--- src/rtl/micro_pkg.sv ---
// Shared encodings for the 9-bit micro: opcodes, jump conditions and
// fetch-unit state values.
package micro_pkg;

  localparam logic [2:0] OP_LOAD  = 3'b000;
  localparam logic [2:0] OP_STORE = 3'b011;
  localparam logic [2:0] OP_MOVE  = 3'b100;
  localparam logic [2:0] OP_MATH  = 3'b101;
  localparam logic [2:0] OP_JUMP  = 3'b110;

  localparam logic [8:0] OP_NOP_WORD = 9'h1FF;

  localparam logic [2:0] JC_ALWAYS = 3'b000;
  localparam logic [2:0] JC_Z      = 3'b001;
  localparam logic [2:0] JC_NZ     = 3'b011;

  typedef logic [1:0] state_t;

  localparam state_t ST_FETCH = 2'd0;
  localparam state_t ST_EXEC  = 2'd1;
  localparam state_t ST_HALT  = 2'd2;

  function automatic logic jump_cond_met(input logic [2:0] cond, input logic zero);
    case (cond)
      JC_ALWAYS: jump_cond_met = 1'b1;
      JC_Z:      jump_cond_met = zero;
      JC_NZ:     jump_cond_met = ~zero;
      default:   jump_cond_met = 1'b0;
    endcase
  endfunction

endpackage

--- src/rtl/instr_decoder.sv ---
// Combinational split of the instruction register into fields, plus the
// jump/NOP classification that the fetch unit consumes internally.
module instr_decoder
  import micro_pkg::*;
(
  input  logic [8:0] ir_i,
  input  logic       zero_i,
  output logic [2:0] opcode_o,
  output logic [2:0] field_a_o,
  output logic [2:0] field_b_o,
  output logic       is_jump_o,
  output logic       is_nop_o,
  output logic       jump_taken_o
);

  always_comb begin
    opcode_o     = ir_i[8:6];
    field_a_o    = ir_i[5:3];
    field_b_o    = ir_i[2:0];
    is_nop_o     = (ir_i == OP_NOP_WORD);
    is_jump_o    = (ir_i[8:6] == OP_JUMP);
    jump_taken_o = is_jump_o && jump_cond_met(ir_i[2:0], zero_i);
  end

endmodule

--- src/rtl/fetch_unit.sv ---
// Program-ROM initiator: owns PC/IR, sequences FETCH/EXEC/HALT, resolves
// jumps and NOPs locally and hands datapath instructions over with valid/stall.
module fetch_unit
  import micro_pkg::*;
#(
  parameter logic [7:0] RESET_PC = 8'h00
) (
  input  logic       i_Clk,
  input  logic       i_Reset,
  output logic [7:0] o_Address,
  input  logic [8:0] i_Instruction,
  input  logic       i_Zero,
  input  logic       i_Stall,
  output logic       o_Valid,
  output logic [2:0] o_Opcode,
  output logic [2:0] o_FieldA,
  output logic [2:0] o_FieldB,
  output logic       o_Halt
);

  state_t     state_q, state_d;
  logic [7:0] pc_q, pc_d;
  logic [8:0] ir_q, ir_d;
  logic       is_jump, is_nop, jump_taken;

  instr_decoder u_dec (
    .ir_i         (ir_q),
    .zero_i       (i_Zero),
    .opcode_o     (o_Opcode),
    .field_a_o    (o_FieldA),
    .field_b_o    (o_FieldB),
    .is_jump_o    (is_jump),
    .is_nop_o     (is_nop),
    .jump_taken_o (jump_taken)
  );

  always_comb begin
    state_d = state_q;
    pc_d    = pc_q;
    ir_d    = ir_q;
    case (state_q)
      ST_FETCH: begin
        ir_d    = i_Instruction;
        state_d = ST_EXEC;
      end
      ST_EXEC: begin
        if (jump_taken) begin
          pc_d    = {5'b0, o_FieldA};
          state_d = ST_FETCH;
        end else if (is_jump || is_nop || !i_Stall) begin
          // Incrementing past the last ROM word stops sequencing instead of wrapping.
          if (pc_q == 8'hFF) begin
            state_d = ST_HALT;
          end else begin
            pc_d    = pc_q + 8'd1;
            state_d = ST_FETCH;
          end
        end
      end
      default: ;
    endcase
  end

  always_ff @(posedge i_Clk) begin
    if (i_Reset) begin
      state_q <= ST_FETCH;
      pc_q    <= RESET_PC;
      ir_q    <= OP_NOP_WORD;
    end else begin
      state_q <= state_d;
      pc_q    <= pc_d;
      ir_q    <= ir_d;
    end
  end

  assign o_Address = pc_q;
  assign o_Valid   = (state_q == ST_EXEC) && !is_jump && !is_nop;
  assign o_Halt    = (state_q == ST_HALT);

endmodule
--- config.mk ---
export PLATFORM = sky130hd
export DESIGN_NAME = fetch_unit
export DESIGN_NICKNAME = d
export VERILOG_FILES = /design/src/rtl/micro_pkg.sv /design/src/rtl/instr_decoder.sv /design/src/rtl/fetch_unit.sv
export SDC_FILE = /design/constraint.sdc
export NUM_CORES = 1
export LEC_CHECK = 0
export ABC_CLOCK_PERIOD_IN_PS = 4100
export CAP_MARGIN = 20
export CORE_ASPECT_RATIO = 1.4
export CORE_MARGIN = 10
export CORE_UTILIZATION = 48
export DETAILED_ROUTE_END_ITERATION = 6
export GPL_ROUTABILITY_DRIVEN = 0
export PLACE_DENSITY = 0.9
export SKIP_LAST_GASP = 1
export SLEW_MARGIN = 10
export SYNTH_ARGS = -nofsm -noshare
export SYNTH_HDL_FRONTEND = slang
export SYNTH_SLANG_ARGS = --single-unit
--- constraint.sdc ---
create_clock -name i_Clk -period 4.1 [get_ports i_Clk]
set_input_delay 1.23 -clock i_Clk [delete_from_list [all_inputs] [get_ports i_Clk]]
set_output_delay 1.23 -clock i_Clk [all_outputs]
set_load 0.005 [all_outputs]
# Word-level counts from Yosys, hierarchy flattened

Cells that the tools add are included.

Flip-flop bits (word level): 19
Input bits: 13
Logic and storage cells: 36

$add $sub $neg: 1
Equal/unequal tests: 9
Muxes and demuxes: 8
Bitwise logic cells: 1
Reductions and logical operators: 14

Operators with widths:

| operator              | number |
|---|---|
| $mux W8               | 3 |
| $eq A9 B9 Y1 const B  | 1 |
| $add A8 B1 Y8 const B | 1 |
| $eq A8 B8 Y1 const B  | 1 |
| $mux W2               | 3 |
| $pmux W2 S2           | 1 |
| $reduce_bool A2 Y1    | 2 |
| $eq A3 B1 Y1 const B  | 1 |
| $eq A3 B2 Y1 const B  | 1 |
| $eq A3 B3 Y1 const B  | 1 |
| $logic_and A1 B1 Y1   | 3 |
| $logic_not A1 Y1      | 3 |
| $logic_not A3 Y1      | 1 |
| $ne A3 B3 Y1 const B  | 1 |
| $pmux W1 S3           | 1 |
| $reduce_and A3 Y1     | 1 |
| $eq A2 B1 Y1 const B  | 1 |
| $eq A2 B2 Y1 const B  | 1 |
| $logic_not A2 Y1      | 1 |
| $logic_or A1 B1 Y1    | 2 |
| $ne A2 B2 Y1 const B  | 1 |
| $reduce_and A2 Y1     | 1 |
| $not A1 Y1            | 1 |

# Longest topological paths before layout

Depth after elaboration: 6
Gate-level depth with buffers: 6

# Modules after synthesis

Synthesis repeated with hierarchy kept, for this count alone.

Cells, all modules: 122
Area total of the unflattened synthesis: 1,056.0 µm²

By module, submodules not included:

| module        | times used | cells an instance | area each (µm²) | sequential area each (µm²) |
|---|---|---|---|---|
| fetch_unit    | 1          | 105               | 937.1           | 380.4 |
| instr_decoder | 1          | 17                | 118.9           | 0.0 |

# Worst setup path before layout

OpenSTA, ideal clock, no wires.

Kind: input-to-reg
Start: in i_Zero
End: reg pc_q[4], in the netlist o_Address[4]
Library setup time: 0.070 ns
Arrival time: 2.478 ns
Path slack: 1.552 ns
Cell stages on the path: 6
Path buffers: 1
Cells stage by stage: nor2b_1 xnor2_2 a21boi_4 buf_6 or4_1 a21boi_1

Longest elaborated chain between the ends: 5

Ends and longest elaborated chain:

| element                                                             | line                | RTL |
|---|---|---|
| from (decl)                                                         | fetch_unit.sv:12    | `input logic i_Zero,` |
| $not A1 Y1                                                          | micro_pkg.sv:27     | `JC_NZ: jump_cond_met = ~zero;` |
| $pmux W1 S3 *                                                       | micro_pkg.sv:24     | `case (cond)` |
| $logic_and A1 B1 Y1 *                                               | instr_decoder.sv:22 | `jump_taken_o = is_jump_o && jump_cond_met(ir_i[2:0], zero_i);` |
| $ne A2 B2 Y1 (no source line) or $reduce_bool A2 Y1 (tied branches) | n/a                 |  |
| $reduce_and A3 Y1 (no source line)                                  | n/a                 |  |
| to (signal assigned)                                                | fetch_unit.sv:71    | `pc_q <= pc_d;` |
| to (decl)                                                           | fetch_unit.sv:22    | `logic [7:0] pc_q, pc_d;` |

Every way passes the cells marked *; elsewhere a longest branch is shown, timed or not.
A chain may end at the register's enable or synchronous reset.

# Worst setup path in the final report

Start: reg state_q[0]
End: out o_Valid

Longest elaborated chain between the ends: 3

Ends and longest elaborated chain:

| element                          | line             | RTL |
|---|---|---|
| from (decl)                      | fetch_unit.sv:21 | `state_t state_q, state_d;` |
| from (signal assigned)           | fetch_unit.sv:70 | `state_q <= state_d;` |
| $eq A2 B1 Y1                     | fetch_unit.sv:77 | `assign o_Valid = (state_q == ST_EXEC) && !is_jump && !is_nop;` |
| $logic_and A1 B1 Y1 (2 in a row) | fetch_unit.sv:77 |  |
| to (decl)                        | fetch_unit.sv:14 | `output logic o_Valid,` |

Every way passes these cells.

==> results.txt <==
----------------------------------------------------
[Worst setup path]
  Worst Path Max Fanout ... 12
  Worst reg-to-reg path cell count ... 5
  End of the worst register-to-register path ... o_Address[3]
  Reg2reg start ... ir_q[6]
  Crit path DAT ... 1.97 ns
  Data required time at the worst endpoint ... 2.87 ns
  WS Path Type ... register to primary output
  CP endpoint kind ... primary output
  Setup slack on the worst flop-to-flop path ... 2.22 ns
  Worst Setup Start Kind ... register

[Worst hold path]
  Launch point of the worst hold path ... o_Address[6]
  Worst hold path endpoint ... o_Address[6]
  Hold Path Stages ... 2
  Path type of the worst min-delay path ... register to register

[Global route]
  GRT Residual Overflow ... 0
  Aggregate global-route resource usage ... 13.4%
  Global-route wire length before repair ... 4.65 mm
  Number of global-route vias before repair ... 1107
  Pin count of the biggest net entering global routing ... 14
  Antenna violations before repair ... 0

[Drt]
  Metal3 WL ... 277 um
  Initial drt markers ... 33
  Routed wire per std cell ... 16.5 um
  Drc violations ... 0
  Antenna Nets Post-Route ... 0
  Wire length on met2 ... 1.29 mm
  Average via count per standard cell ... 5.99
  Final routed wirelength across all metal layers ... 2.72 mm
  Uppermost metal layer occupied by signal nets ... met4
  First-pass iteration count of the detailed router ... 6
  Wire length on met1 ... 1.11 mm
  Total number of vias ... 988

[Die]
  Boundary Pins ... 32
  Standard-cell rows ... 19
  Die footprint ... 0.00424 mm^2
  Vertical extent of the die ... 73.1 um
  Initial cell density of the core ... 49.6%
  Die outline width ... 57.9 um
  Core region area ... 0.00195 mm^2

[Timing]
  RSZ-0062 raised after global routing ... false
  Max frequency ... 313 MHz
  Max-slew headroom ... 55.1%
  Count of final setup violators ... 0
  Transition time of the tightest slew-check pin ... 0.670 ns
  Worst Clk Skew ... 0.00275 ns
  Number of hold violations in the final report ... 0
  Final worst path period need ... 3.20 ns
  Sum Neg Setup Slack ... 0 ns
  Final Max Slew Viols ... 0
  Crit share post-route ... 78.0%
  Post-route setup slack ... 0.901 ns

[Logic synthesis]
  Mapped Nets ... 126
  Post-synthesis instance total ... 112
  Sequential element share of the synthesized area ... 39.3%
  Async S/R FF share, synth ... 0%
  Avg Inst Size Synth ... 8.64 um^2
  Netlist area before placement ... 967 um^2
  Yosys warning count ... 0
  Most common flop cell mapped by yosys ... sky130_fd_sc_hd__dfxtp_1
  Number of enable flip-flop cells after synthesis ... 0
  Register bit count reported by yosys ... 19
  Distinct cell type count of the synthesized netlist ... 36

[Clocking]
  Worst-skew pair later-pin latency ... 0.30 ns
  Gates resized, CTS repair ... 0
  Cell at the root of the clock tree ... sky130_fd_sc_hd__clkbuf_4
  Number of post-CTS setup repair buffers ... 0
  Maximum buffer depth of the clock tree ... 2
  Clock transition time at the flip-flop clock pins of the worst setup and hold paths ... 0.10 ns
  Number of buffers inserted during clock tree synthesis ... 3
  Clock sink count ... 19
  TritonCTS clock tree ... done
  Number of buffers added to fix hold violations after cts ... 0
  Number of levels in the clock H-tree ... 1

[Power]
  Power density over cell area ... 299 mW/mm^2
  Total power draw ... 392 uW
  Total leakage power ... 0.000477 uW
  Maximum vdd ir drop ... 243 uV

[Placed design]
  Count of buffers from port buffering ... 31
  Setup WS pre-CTS ... 1.09 ns
  Detailed placer's ending HPWL ... 2.11 mm
  Placed Cells ... 161
  Area after detailed placement ... 0.00128 mm^2

[Layout]
  Commonest cells after routing, fill and taps aside ... 31 x sky130_fd_sc_hd__clkdlybuf4s50_1, 19 x sky130_fd_sc_hd__dfxtp_1, 16 x sky130_fd_sc_hd__nand2_1
  N_diodes ... 0
  Final net count ... 159
  Fill count ... 164
  Post-Layout Cell Count ... 165
  Share of cells above drive strength 1 ... 6.25%
  Leading cell type in the layout, fill and taps excluded ... sky130_fd_sc_hd__clkdlybuf4s50_1
  Post-route design area ... 0.00131 mm^2
  Area growth syn-to-layout ... 35.6%

[Outcome]
  Result of the run ... complete, no violations

[Run]
  Reported max-cap violation count ... 0

----------------------------------------------------
-- cells in the mapped netlist (2+ instances only) --
| master | number | area share, % |
|---|---|---|
| sky130_fd_sc_hd__dfxtp_1 | 19 | 39 |
| sky130_fd_sc_hd__nand3_1 | 13 | 6.7 |
| sky130_fd_sc_hd__o31ai_1 | 2 | 1.6 |
| sky130_fd_sc_hd__or4_1 | 2 | 1.6 |
| sky130_fd_sc_hd__o21ai_1 | 2 | 1.0 |
| sky130_fd_sc_hd__nand2b_1 | 3 | 1.9 |
| sky130_fd_sc_hd__a21oi_1 | 4 | 2.1 |
| sky130_fd_sc_hd__nor2_1 | 3 | 1.2 |
| sky130_fd_sc_hd__nor4_1 | 2 | 1.3 |
| sky130_fd_sc_hd__a21boi_1 | 2 | 1.6 |
| sky130_fd_sc_hd__o21ai_0 | 12 | 6.2 |
| sky130_fd_sc_hd__mux2i_1 | 5 | 5.2 |
| sky130_fd_sc_hd__nand2_1 | 16 | 6.2 |
| sky130_fd_sc_hd__nor2b_1 | 4 | 2.6 |
| sky130_fd_sc_hd__clkbuf_1 | 2 | 0.78 |
-- worst max path at each step --
stage / startpoint / to / slack, ns
3_3_place_gp: i_Zero / o_Address[4] / 1.18
5_1_grt: state_q[0] / o_Valid / 0.84
3_5_place_dp: i_Zero / o_Address[3] / 1.09
4_1_cts: state_q[0] / o_Valid / 0.94
6_report: state_q[0] / o_Valid / 0.90
2_1_floorplan: i_Zero / o_Address[4] / 1.55
-- report_power, final --
group | total, uW | leakage (uW) | internal (uW) | switching (uW)
Sequential | 211 | 0.000156 | 196 | 15.9
Combinational | 84.8 | 0.000306 | 45.4 | 39.4
Clock | 96.3 | 0.0000150 | 38.0 | 58.3
Total | 392 | 0.000477 | 279 | 114
-- layout make-up --
| class | instances | area [um^2] | share of cell area [%] |
|---|---|---|---|
| timing repair buffer | 31 | 310 | 23.7 |
| tap | 21 | 26.3 | 2.00 |
| inverter | 1 | 3.75 | 0.286 |
| multi-input combinational | 89 | 564 | 43.0 |
| sequential | 19 | 380 | 29.0 |
| clock buffer | 4 | 26.3 | 2.00 |
-- routing by layer --
layer / vias up / global-route usage [%]
li1: 488 / -
met1: 455 / 12.7
met2: 40 / 23.4
met3: 5 / 5.92
met4: 0 / 7.07
met5: - / 0
-- state kept, by name, indices dropped and copies added, names as in the netlist --
signal     flops
ir_q           9
o_Address      8
state_q        2
-- kinds of logic after synthesis --
kind of cell             share of synthesized area [%]
AND/OR/NAND/NOR                                   29.0
AO/OA/AOI/OAI                                     20.3
flip-flops                                        39.3
multiplexers                                      5.17
buffers and inverters                             2.33
XOR/XNOR                                          2.59
adder cells (fa/ha/maj)                           1.29
-- per-stage QoR --
step	util (%)	hold WS, ns
after floorplan	-	0.467
after global placement	65.9	0.473
after detailed placement	65.9	0.478
after CTS	67.3	0.492
after global routing	67.3	0.515
final	67.3	0.482
-- critical path: stages (launching register included) --
cell and delay [ns]:
sky130_fd_sc_hd__dfxtp_1 0.54, sky130_fd_sc_hd__nor2b_1 0.34, sky130_fd_sc_hd__o21ai_0 0.14, sky130_fd_sc_hd__nor2_1 0.11, sky130_fd_sc_hd__clkdlybuf4s50_1 0.53
Note: power is estimated with default switching activity, not from simulation.
